===== src/rtl/mips_mc_controller.sv =====
// Multicycle MIPS control unit: sequences FETCH/DECODE/EXEC/MEM/WB/HALT and drives
// every datapath select and strobe; outputs are combinational from state and inputs.
module mips_mc_controller #(
  parameter int unsigned ALUOP_W     = 4,
  parameter bit          MEM_WAIT_EN = 1'b1
) (
  input  logic               clk,
  input  logic               rst_n,
  input  logic [31:0]        instr,
  input  logic               mem_ready,
  input  logic               alu_zero,
  input  logic               alu_neg,
  input  logic               rs_is_zero,
  output logic               ir_write,
  output logic               iord,
  output logic               mem_read,
  output logic               mem_write,
  output logic               alu_src_a,
  output logic [1:0]         alu_src_b,
  output logic               imm_zext,
  output logic [ALUOP_W-1:0] alu_op,
  output logic               pc_write,
  output logic [1:0]         pc_src,
  output logic               reg_write,
  output logic               reg_dst,
  output logic               mem_to_reg,
  output logic               load_byte,
  output logic               active,
  output logic               illegal
);

  typedef enum logic [2:0] {StFetch, StDecode, StExec, StMem, StWb, StHalt} state_e;

  localparam logic [5:0] OpRtype = 6'h00, OpJ = 6'h02, OpBeq = 6'h04, OpBne = 6'h05;
  localparam logic [5:0] OpBgtz = 6'h07, OpAddiu = 6'h09, OpSlti = 6'h0A, OpAndi = 6'h0C;
  localparam logic [5:0] OpOri = 6'h0D, OpLb = 6'h20, OpLw = 6'h23, OpSw = 6'h2B;
  localparam logic [5:0] FnJr = 6'h08, FnAddu = 6'h21, FnSubu = 6'h23, FnAnd = 6'h24;
  localparam logic [5:0] FnOr = 6'h25, FnSlt = 6'h2A;
  localparam logic [3:0] AluAnd = 4'b0000, AluOr = 4'b0001, AluAdd = 4'b0010;
  localparam logic [3:0] AluSub = 4'b0110, AluSlt = 4'b0111;

  state_e     state_q, state_d;
  logic       illegal_q, illegal_d;
  logic [5:0] opcode, funct;
  logic       ready, op_ok, r_ok;
  logic [3:0] r_op, op4;
  logic       unused_instr;

  assign opcode       = instr[31:26];
  assign funct        = instr[5:0];
  assign ready        = MEM_WAIT_EN ? mem_ready : 1'b1;
  assign unused_instr = ^instr[25:6];
  assign alu_op       = ALUOP_W'(op4);
  assign illegal      = illegal_q;

  always_comb begin
    op_ok = 1'b0;
    case (opcode)
      OpRtype, OpJ, OpBeq, OpBne, OpBgtz, OpAddiu, OpSlti,
      OpAndi, OpOri, OpLb, OpLw, OpSw: op_ok = 1'b1;
      default:                         op_ok = 1'b0;
    endcase
  end

  always_comb begin
    r_ok = 1'b1;
    r_op = AluAdd;
    case (funct)
      FnAddu:  r_op = AluAdd;
      FnSubu:  r_op = AluSub;
      FnAnd:   r_op = AluAnd;
      FnOr:    r_op = AluOr;
      FnSlt:   r_op = AluSlt;
      default: r_ok = 1'b0;
    endcase
  end

  always_comb begin
    state_d    = state_q;
    illegal_d  = illegal_q;
    ir_write   = 1'b0;
    iord       = 1'b0;
    mem_read   = 1'b0;
    mem_write  = 1'b0;
    alu_src_a  = 1'b0;
    alu_src_b  = 2'b00;
    imm_zext   = 1'b0;
    op4        = AluAnd;
    pc_write   = 1'b0;
    pc_src     = 2'b00;
    reg_write  = 1'b0;
    reg_dst    = 1'b0;
    mem_to_reg = 1'b0;
    load_byte  = 1'b0;
    active     = 1'b1;
    unique case (state_q)
      StFetch: begin
        mem_read  = 1'b1;
        alu_src_b = 2'b01;
        op4       = AluAdd;
        if (ready) begin
          ir_write = 1'b1;
          pc_write = 1'b1;
          state_d  = StDecode;
        end
      end
      StDecode: begin
        // Branch target is computed here and parked in ALUOut.
        alu_src_b = 2'b11;
        op4       = AluAdd;
        if (op_ok) begin
          state_d = StExec;
        end else begin
          state_d   = StHalt;
          illegal_d = 1'b1;
        end
      end
      StExec: begin
        case (opcode)
          OpRtype: begin
            if (funct == FnJr) begin
              pc_write = 1'b1;
              pc_src   = 2'b11;
              state_d  = rs_is_zero ? StHalt : StFetch;
            end else if (r_ok) begin
              alu_src_a = 1'b1;
              op4       = r_op;
              state_d   = StWb;
            end else begin
              state_d   = StHalt;
              illegal_d = 1'b1;
            end
          end
          OpLb, OpLw, OpSw: begin
            alu_src_a = 1'b1;
            alu_src_b = 2'b10;
            op4       = AluAdd;
            state_d   = StMem;
          end
          OpAddiu, OpSlti, OpAndi, OpOri: begin
            alu_src_a = 1'b1;
            alu_src_b = 2'b10;
            imm_zext  = (opcode == OpAndi) || (opcode == OpOri);
            op4       = (opcode == OpAddiu) ? AluAdd :
                        (opcode == OpSlti)  ? AluSlt :
                        (opcode == OpAndi)  ? AluAnd : AluOr;
            state_d   = StWb;
          end
          OpBeq, OpBne, OpBgtz: begin
            alu_src_a = 1'b1;
            op4       = AluSub;
            pc_src    = 2'b01;
            pc_write  = (opcode == OpBeq) ? alu_zero :
                        (opcode == OpBne) ? !alu_zero : (!alu_zero && !alu_neg);
            state_d   = StFetch;
          end
          OpJ: begin
            pc_write = 1'b1;
            pc_src   = 2'b10;
            state_d  = StFetch;
          end
          default: begin
            state_d   = StHalt;
            illegal_d = 1'b1;
          end
        endcase
      end
      StMem: begin
        iord = 1'b1;
        if (opcode == OpSw) begin
          mem_write = 1'b1;
          if (ready) state_d = StFetch;
        end else begin
          mem_read = 1'b1;
          if (ready) state_d = StWb;
        end
      end
      StWb: begin
        reg_write = 1'b1;
        if (opcode == OpLw || opcode == OpLb) begin
          mem_to_reg = 1'b1;
          load_byte  = (opcode == OpLb);
        end else begin
          reg_dst = (opcode == OpRtype);
        end
        state_d = StFetch;
      end
      StHalt: active = 1'b0;
      default: state_d = StFetch;
    endcase
    // Reset forces every output low immediately, aborting any in-flight strobe.
    if (!rst_n) begin
      ir_write   = 1'b0;
      iord       = 1'b0;
      mem_read   = 1'b0;
      mem_write  = 1'b0;
      alu_src_a  = 1'b0;
      alu_src_b  = 2'b00;
      imm_zext   = 1'b0;
      op4        = AluAnd;
      pc_write   = 1'b0;
      pc_src     = 2'b00;
      reg_write  = 1'b0;
      reg_dst    = 1'b0;
      mem_to_reg = 1'b0;
      load_byte  = 1'b0;
      active     = 1'b0;
    end
  end

  always_ff @(posedge clk or negedge rst_n) begin
    if (!rst_n) begin
      state_q   <= StFetch;
      illegal_q <= 1'b0;
    end else begin
      state_q   <= state_d;
      illegal_q <= illegal_d;
    end
  end

endmodule


===== config.mk =====
export PLATFORM = sky130hd
export DESIGN_NAME = mips_mc_controller
export DESIGN_NICKNAME = d
export VERILOG_FILES = /design/src/rtl/mips_mc_controller.sv
export SDC_FILE = /design/constraint.sdc
export NUM_CORES = 1
export LEC_CHECK = 0
export BUFFER_PORTS_ARGS = -buffer_cell sky130_fd_sc_hd__buf_2
export CORE_ASPECT_RATIO = 0.9
export CORE_UTILIZATION = 43
export CTS_CLUSTER_DIAMETER = 30
export CTS_CLUSTER_SIZE = 10
export DETAILED_ROUTE_END_ITERATION = 7
export GPL_TIMING_DRIVEN = 1
export MAX_ROUTING_LAYER = met4
export PLACE_DENSITY_LB_ADDON = 0.08
export RECOVER_POWER = 25
export SETUP_SLACK_MARGIN = 0.3
export SLEW_MARGIN = 20
export SYNTH_ARGS = -nofsm -noshare
export SYNTH_HDL_FRONTEND = slang
export SYNTH_SLANG_ARGS = --single-unit
export TNS_END_PERCENT = 100

===== constraint.sdc =====
create_clock -name clk -period 1.6 [get_ports clk]
set_input_delay 0.08 -clock clk [delete_from_list [all_inputs] [get_ports clk]]
set_output_delay 0.08 -clock clk [all_outputs]
set_load 0.01 [all_outputs]

### After elaboration in Yosys (flattened, before gate mapping)

Cells that the tools add are included.

| operators by class | value |
|---|---|
| eq/ne operators | 28 |
| multiplexer cells | 71 |
| bitwise operators | 1 |
| reduce and logical (&&, ||, !) cells | 20 |

Operators with widths:

| kind | count |
|---|---|
| 6-bit == test, second input constant | 8 |
| 1-bit 2-to-1 mux | 41 |
| 6-bit by 4-bit == test with 1-bit output, second input constant | 5 |
| 3-bit 2-to-1 mux | 9 |
| 3-bit one-hot mux with 4 select lines | 2 |
| 6-bit by 3-bit == test with 1-bit output, second input constant | 3 |
| 4-bit one-hot mux with 4 select lines | 1 |
| 3-bit one-hot mux with 5 select lines | 1 |
| 4-bit 2-to-1 mux | 3 |
| 2-bit one-hot mux with 3 select lines | 2 |
| 12-bit OR reduction | 1 |
| 11-bit OR reduction | 1 |
| 2-bit 2-to-1 mux | 5 |
| 1-bit one-hot mux with 2 select lines | 5 |
| 10-bit OR reduction | 1 |
| 2-bit != test, second input constant | 4 |
| 4-bit one-hot mux with 2 select lines | 1 |
| 4-bit OR reduction | 2 |
| 7-bit OR reduction | 1 |
| 3-bit by 2-bit == test with 1-bit output, second input constant | 2 |
| 3-bit == test, second input constant | 2 |
| 6-bit by 2-bit == test with 1-bit output, second input constant | 1 |
| 6-bit logical NOT | 1 |
| 3-bit != test, second input constant | 2 |
| 13 further kinds | 16 |

| word-level totals | value |
|---|---|
| flip-flop bits (word level) | 4 |
| bits of input ports | 38 |
| output and inout bits | 21 |
| word-level logic and storage cells | 122 |

### Logic depth before layout (Yosys ltp)

| depth | value |
|---|---|
| depth after elaboration | 8 |
| mapped depth | 6 |
| mapped depth without buffers | 5 |

### Worst setup path before layout

Ideal clock, no wire load.

| timing path | value |
|---|---|
| path kind | register to output |
| start point | reg state_q[2] |
| end point | out pc_write |
| data arrival time | 1,438 ps |
| required time | 1,520 ps |
| slack | 82 ps |
| stages on the path, launching flop included | 6 |
| path buffers | 1 |
| cells stage by stage | dfrtp_1 > nand2b_1 > clkbuf_1 > nand2b_1 > a211oi_1 > a211o_1 |

| on the way | value |
|---|---|
| cells in the longest elaborated chain, start to end | 3 |
| elaborated cells on any way between the ends | 4 |
| those cells by class | eq/ne: 1; mux: 2; reduce/logical: 1 |

Ends and longest elaborated chain:

| item | RTL line | text |
|---|---|---|
| from (decl) | 42 | `state_e state_q, state_d;` |
| from (signal assigned) | 213 | `state_q <= StFetch;` |
| from (signal assigned) | 216 | `state_q <= state_d;` |
| 3-bit by 2-bit == test with 1-bit output or 3-bit logical NOT (tied branches) | 96 | `unique case (state_q)` |
| 1-bit one-hot mux with 2 select lines (*) | 96 |  |
| 1-bit 2-to-1 mux (*) | 192 | `if (!rst_n) begin` |
| to (decl) | 22 | `output logic pc_write,` |

Every way passes the cells marked *; elsewhere a longest branch is shown, timed or not.

### Final worst setup path

| timing path | value |
|---|---|
| start point | reg state_q[0] |
| end point | out pc_write |

Same word-level chain as after synthesis.

==> results.cfg <==
[clock_tree]
clk-insertion-delay-late_ps = 240
clock_path_buffers = 2
clkTransAtPathRegs_ps = 40
cts_buffers = 3
cts_tree = built
cts_sinks = 4
ctsHtreeMaxLevel = 1
cts_root_buf = clkbuf_4

[critical_path]
critPathKind = flop to output port
path_max_fanout = 5
worstSetupStartpointType = flop
max_stage_delay_ps = 460
cp-end-kind = output port
cpMaxStageDelayCell = dfrtp_2
cp.required_ps = 1520
crit_chain = nor2b_4, nand2b_4, buf_6, a211oi_4, a211o_1, buf_2
worst_ep_arrival_time_ps = 1550

[power_and_ir_drop]
clkPwrFrac_pct = 10.5
switching_share_pct = 44.3
power_leakage_nw = 0.687
pwr_density_cell_nw_per_um2 = 741
combPwrFrac_pct = 75.1
switching_power_mw = 0.534
internal-power_mw = 0.672
ir_drop_uv = 947
seqPwrFrac_pct = 14.4

[synth]
synth_top_area_share_pct = 10.7
synth_area_um2 = 933
ys_seq_area_share_pct = 10.7
synth.area.top_cells = dfrtp_1, nor2_1, nand2b_1
synthArstFlopShare_pct = 100
synth_edf_count = 0
yosysMostFrequentCell = nor2_1
synth_top_area_cell = dfrtp_1
ys_warn_count = 0
synthFlopType = dfrtp_1
ys_seq_elements = 4
syn_nets = 173
synth_cell_types = 47
synth_commonest_cells = nor2_1, nand2_1, nand2b_1, nor2b_1
syn_area_per_cell_um2 = 6.91
syn-instance-count = 135

[sta]
tns_ps = -37.9
max_freq_ghz = 0.612
fin_skew_ps = 3.20
period_share_pct = 102
holdWs_ps = 272
finalMaxSlewViolations = 0
rsz0062_at_grt = true
hold_violations = 0
setup_viol = 2
finalWorstSetupSlack_ps = -32.9
fin_crit_ps = 1630

[detailed_routing]
drtIter0Drc = 84
post_drt_wl_per_cell_um = 18.5
antenna_left = 0
route.detailed.drc = 0
via_count = 1402
wirelength_mm = 4.10
vias_per_cell = 6.32
first_pass_iters = 4

[place]
place_area_um2 = 1220
placedCellCount = 199
port_buffers = 37
finalWeightedCongestion = 0.943
hpwl_mm = 2.28

[floorplanning]
core-area_um2 = 1970
die_y_um = 46.2
fp-row-count = 15
io_pins = 59
dieArea_um2 = 2360
die_w_um = 51.1
start_util_pct = 47.4

[min_path]
worstHoldPathType = primary input to flop

[run]
maxCapViolations = 0

[global_route]
grt_pass1_vias = 1117
grt_usage_pct = 29.4
overflow = 0
grt_pass1_wl_mm = 5.01
grt_max_degree = 16
antenna_found_initial = 0

[status]
violations = setup timing
status = finished with violations

[finish]
n_antenna_cell = 0
n_fill_cell = 126
instances_no_fill = 222
final_cell_area_um2 = 1630
area_growth_syn_to_layout_pct = 74.4
nets = 237
post_route_cells_drive_above_1_share_pct = 54.3
final_core_util_pct = 82.6
[stage by stage]
| stage | worst slack, ps | total power [mW] |
|---|---|---|
| floorplan | 268 | 0.537 |
| global placement | 55.1 | 0.671 |
| detailed placement | 26.8 | 0.688 |
| CTS | -36.4 | 0.894 |
| global route | -77.0 | 1.28 |
| finish | -32.9 | 1.21 |
[flip-flops by register name (all words and copies together) (netlist names)]
register  flops
state_q       3
illegal       1
[worst max-delay path: cells and delay by family, from the launching register on]
family | cells | cell delay, ps
AOI/OAI and AO/OA | 2 | 370
and+or+nand+nor | 2 | 220
DFF | 1 | 460
buffers and inverters | 2 | 260
[cell families after synthesis]
family	after synthesis	share of synthesized area, %
compound gates	38	29.0
buf+inv	13	8.58
other cells	1	0.402
xor+xnor	3	2.82
simple gates	76	48.5
flops	4	10.7
[cells in the final DEF (no fill, tap or decap), drive strengths merged, types with 2 or more instances in the layout]
cell type | netlist | routed
buf | 6 | 65
dfrtp | 4 | 4
and3 | 2 | 2
o32a | 2 | 2
nand2 | 9 | 9
nand3b | 2 | 2
o21ai | 7 | 7
a21boi | 2 | 2
nor4 | 5 | 5
nor2 | 21 | 21
and2 | 2 | 2
xnor2 | 3 | 3
nor2b | 8 | 8
clkbuf | 3 | 5
a211oi | 2 | 2
o211ai | 3 | 3
inv | 4 | 4
a21oi | 6 | 6
nor3b | 4 | 4
o22ai | 4 | 4
or3 | 3 | 3
a31oi | 3 | 3
nor3 | 7 | 7
nand2b | 8 | 8
[metal layers]
metal  routed length, um  vias to the layer above  track usage, %
met1                1620                      643            39.7
met3                 357                       16            7.26
met2                2020                      112            43.9
met4                 104                        0            6.11
li1                    -                      631               -
met5                   0                        -               -
[path summary, 6_finish.rpt]
kind	slack, ps	to	startpoint	cells past startpoint
min in group asynchronous	320	state_q[2]$_DFFE_PN0P_	rst_n	2
worst min register to register	560	illegal$_DFFE_PN0P_	illegal$_DFFE_PN0P_	1
worst min-delay path	270	state_q[2]$_DFFE_PN0P_	rs_is_zero	4
max in group asynchronous	1060	state_q[0]$_DFFE_PN0P_	rst_n	2
worst max register to register	180	illegal$_DFFE_PN0P_	state_q[1]$_DFFE_PN0P_	6
worst max-delay path	-30	pc_write	state_q[0]$_DFFE_PN0P_	6
[power by group through the flow]
stage,clock network (mW),logic [mW],registers [mW]
after detailed placement,0,0.524,0.163
after global routing,0.146,0.959,0.173
after global placement,0,0.509,0.162
final,0.127,0.906,0.173
after CTS,0.131,0.593,0.169
after floorplan,0,0.381,0.156
[layout make-up]
cell class                      count  area [um^2]  area share [%]
Clock buffer                        3         22.5            1.38
Timing Repair Buffer               68          497            30.5
Tap cell                           25         31.3            1.92
Multi-Input combinational cell    118          961            59.0
Inverter                            4         15.0           0.922
Sequential cell                     4          101            6.23
[timing repair]
action,4_1_cts,5_1_grt
pin swaps,1,19
hold buffers,1,0
resized for setup,13,41
endpoints found under the hold margin,4,0
setup buffers,5,14
setup endpoints to repair,19,20
No activity file was read; power rests on OpenSTA's default activity.
